$ cat src/rtl/muldiv_unit.sv
// -----------------------------------------------------------------------------
// muldiv_unit
//   Iterative RV32M multiply/divide engine. A request taken in IDLE (or DONE)
//   runs XLEN shift-add or restoring-divide iterations on operand magnitudes,
//   then one sign-correction/select cycle, then pulses MD_done for one cycle.
//   Start-to-result latency is XLEN+1 edges.
//
// Ports
//   SYS_clk       rising-edge clock
//   SYS_reset     asynchronous active-high reset
//   MD_start      request, sampled only while MD_busy is low
//   MD_funct3     RV32M funct3 (mul, mulh, mulhsu, mulhu, div, divu, rem, remu)
//   MD_operand_a  rs1 value (multiplicand / dividend)
//   MD_operand_b  rs2 value (multiplier / divisor)
//   MD_busy       operation in progress (CALC or FIX)
//   MD_done       one-cycle pulse, MD_result valid
//   MD_result     final result, held until the next operation completes
// -----------------------------------------------------------------------------
module muldiv_unit #(
  parameter int XLEN = 32
) (
  input  logic            SYS_clk,
  input  logic            SYS_reset,
  input  logic            MD_start,
  input  logic [2:0]      MD_funct3,
  input  logic [XLEN-1:0] MD_operand_a,
  input  logic [XLEN-1:0] MD_operand_b,
  output logic            MD_busy,
  output logic            MD_done,
  output logic [XLEN-1:0] MD_result
);

  localparam int CW = $clog2(XLEN);
  localparam logic [CW-1:0] LAST_ITER = CW'(XLEN - 1);

  localparam logic [1:0] S_IDLE = 2'd0;
  localparam logic [1:0] S_CALC = 2'd1;
  localparam logic [1:0] S_FIX  = 2'd2;
  localparam logic [1:0] S_DONE = 2'd3;

  logic [1:0]        state_q,  state_d;
  logic [CW-1:0]     cnt_q,    cnt_d;
  logic [2:0]        funct3_q, funct3_d;
  logic              neg_q,    neg_d;     // product/quotient must be negated
  logic              a_neg_q,  a_neg_d;   // remainder takes dividend sign
  logic              bzero_q,  bzero_d;   // divisor was zero
  logic [XLEN-1:0]   opnd_q,   opnd_d;    // multiplicand or divisor magnitude
  logic [2*XLEN-1:0] acc_q,    acc_d;     // {hi, lo} working register
  logic [XLEN-1:0]   result_q, result_d;

  // Operand decode at the start edge
  logic            a_signed, b_signed, a_neg, b_neg, start_ok;
  logic [XLEN-1:0] a_mag, b_mag;

  always_comb begin
    a_signed = 1'b0;
    b_signed = 1'b0;
    unique case (MD_funct3)
      3'b000, 3'b001, 3'b100, 3'b110: begin a_signed = 1'b1; b_signed = 1'b1; end
      3'b010:                         a_signed = 1'b1;
      default:                        ;
    endcase
    a_neg = a_signed & MD_operand_a[XLEN-1];
    b_neg = b_signed & MD_operand_b[XLEN-1];
    a_mag = a_neg ? -MD_operand_a : MD_operand_a;
    b_mag = b_neg ? -MD_operand_b : MD_operand_b;
  end

  assign start_ok = MD_start && ((state_q == S_IDLE) || (state_q == S_DONE));

  // Multiply step: acc = {partial_hi, multiplier_remaining}; add the
  // multiplicand into the high half when the current multiplier bit is set,
  // then shift the whole register right (carry enters at the top).
  logic [XLEN:0]     mul_sum;
  logic [2*XLEN-1:0] mul_next;
  // Divide step: acc = {remainder, dividend/quotient}; shift left one bit,
  // trial-subtract the divisor, keep the difference when it does not borrow.
  logic [XLEN:0]     div_rsh, div_diff;
  logic              div_ok;
  logic [2*XLEN-1:0] div_next;

  always_comb begin
    mul_sum  = {1'b0, acc_q[2*XLEN-1:XLEN]} + {1'b0, (acc_q[0] ? opnd_q : '0)};
    mul_next = {mul_sum, acc_q[XLEN-1:1]};
    div_rsh  = {acc_q[2*XLEN-1:XLEN], acc_q[XLEN-1]};
    div_diff = div_rsh - {1'b0, opnd_q};
    div_ok   = ~div_diff[XLEN];
    div_next = {(div_ok ? div_diff[XLEN-1:0] : div_rsh[XLEN-1:0]),
                acc_q[XLEN-2:0], div_ok};
  end

  // Sign correction and result selection
  logic [2*XLEN-1:0] prod_s;
  logic [XLEN-1:0]   quo_s, rem_s, fix_result;

  always_comb begin
    prod_s = neg_q   ? -acc_q : acc_q;
    quo_s  = neg_q   ? -acc_q[XLEN-1:0] : acc_q[XLEN-1:0];
    rem_s  = a_neg_q ? -acc_q[2*XLEN-1:XLEN] : acc_q[2*XLEN-1:XLEN];
    if (!funct3_q[2]) begin
      fix_result = (funct3_q[1:0] == 2'b00) ? prod_s[XLEN-1:0]
                                            : prod_s[2*XLEN-1:XLEN];
    end else if (!funct3_q[1]) begin
      // Divide by zero yields all ones regardless of dividend sign. Signed
      // overflow (MIN / -1) already falls out as MIN with remainder 0.
      fix_result = bzero_q ? '1 : quo_s;
    end else begin
      // Remainder by zero: magnitude restored with the dividend sign gives
      // the original dividend back.
      fix_result = rem_s;
    end
  end

  // Next-state logic
  always_comb begin
    state_d  = state_q;
    cnt_d    = cnt_q;
    funct3_d = funct3_q;
    neg_d    = neg_q;
    a_neg_d  = a_neg_q;
    bzero_d  = bzero_q;
    opnd_d   = opnd_q;
    acc_d    = acc_q;
    result_d = result_q;
    unique case (state_q)
      S_CALC: begin
        acc_d = funct3_q[2] ? div_next : mul_next;
        cnt_d = cnt_q + 1'b1;
        if (cnt_q == LAST_ITER) state_d = S_FIX;
      end
      S_FIX: begin
        result_d = fix_result;
        state_d  = S_DONE;
      end
      default: begin
        state_d = S_IDLE;
        if (start_ok) begin
          state_d  = S_CALC;
          cnt_d    = '0;
          funct3_d = MD_funct3;
          neg_d    = a_neg ^ b_neg;
          a_neg_d  = a_neg;
          bzero_d  = (MD_operand_b == '0);
          opnd_d   = MD_funct3[2] ? b_mag : a_mag;
          acc_d    = {{XLEN{1'b0}}, (MD_funct3[2] ? a_mag : b_mag)};
        end
      end
    endcase
  end

  always_ff @(posedge SYS_clk or posedge SYS_reset) begin
    if (SYS_reset) begin
      state_q  <= S_IDLE;
      cnt_q    <= '0;
      funct3_q <= '0;
      neg_q    <= 1'b0;
      a_neg_q  <= 1'b0;
      bzero_q  <= 1'b0;
      opnd_q   <= '0;
      acc_q    <= '0;
      result_q <= '0;
    end else begin
      state_q  <= state_d;
      cnt_q    <= cnt_d;
      funct3_q <= funct3_d;
      neg_q    <= neg_d;
      a_neg_q  <= a_neg_d;
      bzero_q  <= bzero_d;
      opnd_q   <= opnd_d;
      acc_q    <= acc_d;
      result_q <= result_d;
    end
  end

  assign MD_busy   = (state_q == S_CALC) || (state_q == S_FIX);
  assign MD_done   = (state_q == S_DONE);
  assign MD_result = result_q;

endmodule
$ cat config.mk
export PLATFORM = sky130hd
export DESIGN_NAME = muldiv_unit
export DESIGN_NICKNAME = d
export VERILOG_FILES = /design/src/rtl/muldiv_unit.sv
export SDC_FILE = /design/constraint.sdc
export NUM_CORES = 1
export LEC_CHECK = 0
export CAP_MARGIN = 30
export CELL_PAD_IN_SITES_DETAIL_PLACEMENT = 1
export CELL_PAD_IN_SITES_GLOBAL_PLACEMENT = 1
export CORE_UTILIZATION = 25
export CTS_BUF_LIST = sky130_fd_sc_hd__clkbuf_8
export CTS_CLUSTER_SIZE = 30
export DETAILED_ROUTE_END_ITERATION = 10
export PLACE_DENSITY_LB_ADDON = 0.1
export SLEW_MARGIN = 20
export SYNTH_ARGS = -nofsm -noshare
export SYNTH_HDL_FRONTEND = slang
export SYNTH_SLANG_ARGS = --single-unit
$ cat constraint.sdc
create_clock -name SYS_clk -period 4.6 [get_ports SYS_clk]
set_input_delay 0.92 -clock SYS_clk [delete_from_list [all_inputs] [get_ports SYS_clk]]
set_output_delay 0.92 -clock SYS_clk [all_outputs]
set_load 0.005 [all_outputs]
==> flow_summary_export.csv <==
group,metric,value,unit
clock_network,cts_resized,0,
timing,clock_skew,0.02770,ns
logic_synthesis,async_flop_share,1.000,
finish,layout_commonest_cell,"nand2_1",
worst_setup_path,cp_top_family,"compound AO/OA/AOI/OAI gates",
finish,final_core_util,0.2995,
power_and_ir_drop,max-vdd-ir-drop,0.0002807,V
detailed_routing,postRouteWirelength,65730,um
clock_network,hold_buffers,0,
floorplanning,row_count,87,
logic_synthesis,ys.flop_type,"dfrtp_1",
worst_setup_path,cp_num_buf_inv,2,
detailed_routing,routed_via_density,5.345,
floorplanning,pin_count,104,
finish,finalNonFillerCells,2760,
run_status,status,"finished clean",
timing,drv_slew,0,
clock_network,root_buffer,"clkbuf_8",
logic_synthesis,yosys_warnings,0,
timing,max_freq,252.4,MHz
timing,period_share,0.8612,
detailed_routing,vias,14750,
worst_setup_path,crit_required,5.10,ns
min_path,hold_path.class,"reg2reg",
floorplanning,dieArea,58960,um2
placement,io_buffers,103,
run,maxCapViolations,0,
timing,layout_min_cycle_time,3.962,ns
logic_synthesis,synth_nets,2066,
timing,final.setup.worst_slack,0.6384,ns
global_routing,antenna_found_initial,2,
logic_synthesis,ys_ff_latch,141,
finish,nets,2135,
timing,hold_viol,0,
logic_synthesis,synth_cells,1921,
logic_synthesis,synth-seq-area-share,0.2434,
logic_synthesis,synthesis.area,14500,um2
worst_setup_path,endpoint_kind,"flop",
timing,tns,0,ns
worst_setup_path,slowest_delay,0.58,ns
floorplanning,core-area,56820,um2
worst_setup_path,worstPathCellList,"ha_1 -> inv_1 -> fa_1 -> nor2b_1 -> o211ai_1 -> a31o_2 -> a2111oi_0 -> buf_4 -> nor2_1 -> a31o_2 -> or3b_2 -> a32o_1 -> a41oi_1",
floorplanning,initial_utilization,0.2552,
detailed_routing,postRouteAntennaNets,0,
timing,rsz0062_at_grt,"false",
worst_setup_path,worstSetupPathType,"reg2reg",
placement,dp.cells,2727,
timing,finalSetupViolations,0,
power_and_ir_drop,p_leak,6.954,nW
detailed_routing,drt_pass1_iterations,5,
clock_network,cts.sinks,141,
finish,final_cell_mix,"nand2_1, o21ai_0, a21oi_1",
worst_setup_path,cp_max_fo,10,
logic_synthesis,synth_edf_count,0,
logic_synthesis,synthAdderAreaFrac,0.06576,
detailed_routing,first_iter_violations,785,
global_routing,track_usage,0.2232,
logic_synthesis,synth.area.mux_share,0.04462,
placement,hpwl,52000,um
global_routing,grt_pass1_wl,98720,um
worst_setup_path,critPathSlowestCell,"dfrtp_1",
logic_synthesis,syn_area_per_cell,7.548,um2
detailed_routing,wl_per_cell,23.82,um
clock_network,tritoncts,"done",
finish,synthToLayoutAreaGrowth,17.38,%
worst_setup_path,cpMostUsedCell,"a31o_2",
floorplanning,dieHeight,242.8,um
logic_synthesis,synth-xor-area-share,0.1202,
placement,place_ws,0.4589,ns
power_and_ir_drop,power_density,770.2,nW/um2
clock_network,postCtsSetupBuffers,0,
clock_network,max-clock-path-buffers,2,
logic_synthesis,synth.distinct_cells,73,
global_routing,grt_pass1_vias,15080,
logic_synthesis,synth_top_family_by_area,"compound AO/OA/AOI/OAI gates",
global_routing,grt-ovfl-total,0,
placement,finalWeightedCongestion,0.8443,
clock_network,clk_pin_slew,0.10,ns
timing,worst_pin_slew,0.9925,ns
detailed_routing,remaining_drc_errors,0,
logic_synthesis,yosys.area_share.simple,0.1908,
worst_setup_path,cp.arrival,4.46,ns
finish,drive_gt1_frac,0.07838,
clock_network,htreeDepth,4,
logic_synthesis,synth-compound-area-share,0.2830,
worst_setup_path,critPathLaunchType,"flop",
floorplanning,die_x,242.8,um
global_routing,grt_max_degree,89,
clock_network,worstSkewPairLatency,0.59,ns
timing,slew_headroom,0.3311,
clock_network,cts-buffers-inserted,17,
worst register-to-register path: cells and delay by family, from the launching register on:
family,cells,cell delay (ns)
compound gates,6,1.61
simple gates,3,0.73
fa+ha+maj,2,0.68
flops,1,0.58
buf+inv,2,0.27
flip-flops by register name, summed over array words and instances, names as in the netlist:
name / count
bzero_q: 1
state_q: 2
cnt_q: 5
neg_q: 1
a_neg_q: 1
MD_result: 32
opnd_q: 32
acc_q: 64
funct3_q: 3
metrics by stage:
stage / power, mW / cell area, um2 / hold slack [ns]
finish: 13.11 / 17020 / 0.4909
global route: 14.16 / 17020 / 0.5234
CTS: 13.14 / 17020 / 0.4969
detailed placement: 11.95 / 16610 / 0.4733
global placement: 11.83 / 16580 / 0.4646
floorplan: 8.404 / 14500 / 0.4498
path summary, 6_finish.rpt:
kind | start | cells past startpoint | endpoint | slack [ns]
worst max-delay path | acc_q[32]$_DFFE_PP0P_ | 13 | acc_q[61]$_DFFE_PP0P_ | 0.64
max in group asynchronous | SYS_reset | 3 | opnd_q[31]$_DFFE_PP0P_ | 3.10
worst max register to register | acc_q[32]$_DFFE_PP0P_ | 13 | acc_q[61]$_DFFE_PP0P_ | 0.64
worst min register to register | opnd_q[4]$_DFFE_PP0P_ | 2 | opnd_q[4]$_DFFE_PP0P_ | 0.49
worst min-delay path | opnd_q[4]$_DFFE_PP0P_ | 2 | opnd_q[4]$_DFFE_PP0P_ | 0.49
min in group asynchronous | SYS_reset | 2 | MD_result[17]$_DFFE_PP0P_ | 0.63
synth_stat cells (34+ instances only):
master    count  area (um2)
xor2_1       98       858.3
nor2_1      168       630.6
o31ai_1      34       255.2
inv_1        72       270.3
nand2_1     208       780.8
ha_1         73       913.4
o21ai_0     198       991.0
mux2i_1      41       410.4
a21oi_1     183       915.9
dfrtp_1     141        3528
clkbuf_1    113       424.2
xnor2_1     101       884.6
report_power, final:
part           switching (mW)  internal, mW
clock                   0.707         0.415
combinational            5.85          3.52
sequential              0.813          1.80
total                    7.37          5.74
final cells by class:
| type | instances | area, um2 |
|---|---|---|
| multi-input combinational | 1581 | 10230 |
| sequential | 141 | 3530 |
| inverter | 72 | 274.0 |
| clock buffer | 17 | 234.0 |
| antenna | 1 | 2.502 |
| tap | 756 | 945.9 |
| fill | 6940 | 39800 |
| timing repair buffer | 177 | 1634 |
| clock inverter | 15 | 167.7 |
metal layers:
metal,up-vias,routed length [um],track usage
met2,266,30930,0.3691
met5,-,0,0
met4,0,1387,0.06456
li1,7079,-,-
met1,7363,31310,0.3018
met3,45,2103,0.02908
cells by family after synthesis:
group	count (synthesis)
fa+ha+maj	75
buf+inv	199
flops	141
compound gates	653
simple gates	592
mux	62
xor+xnor	199
Note: power is estimated with default switching activity, not from simulation.
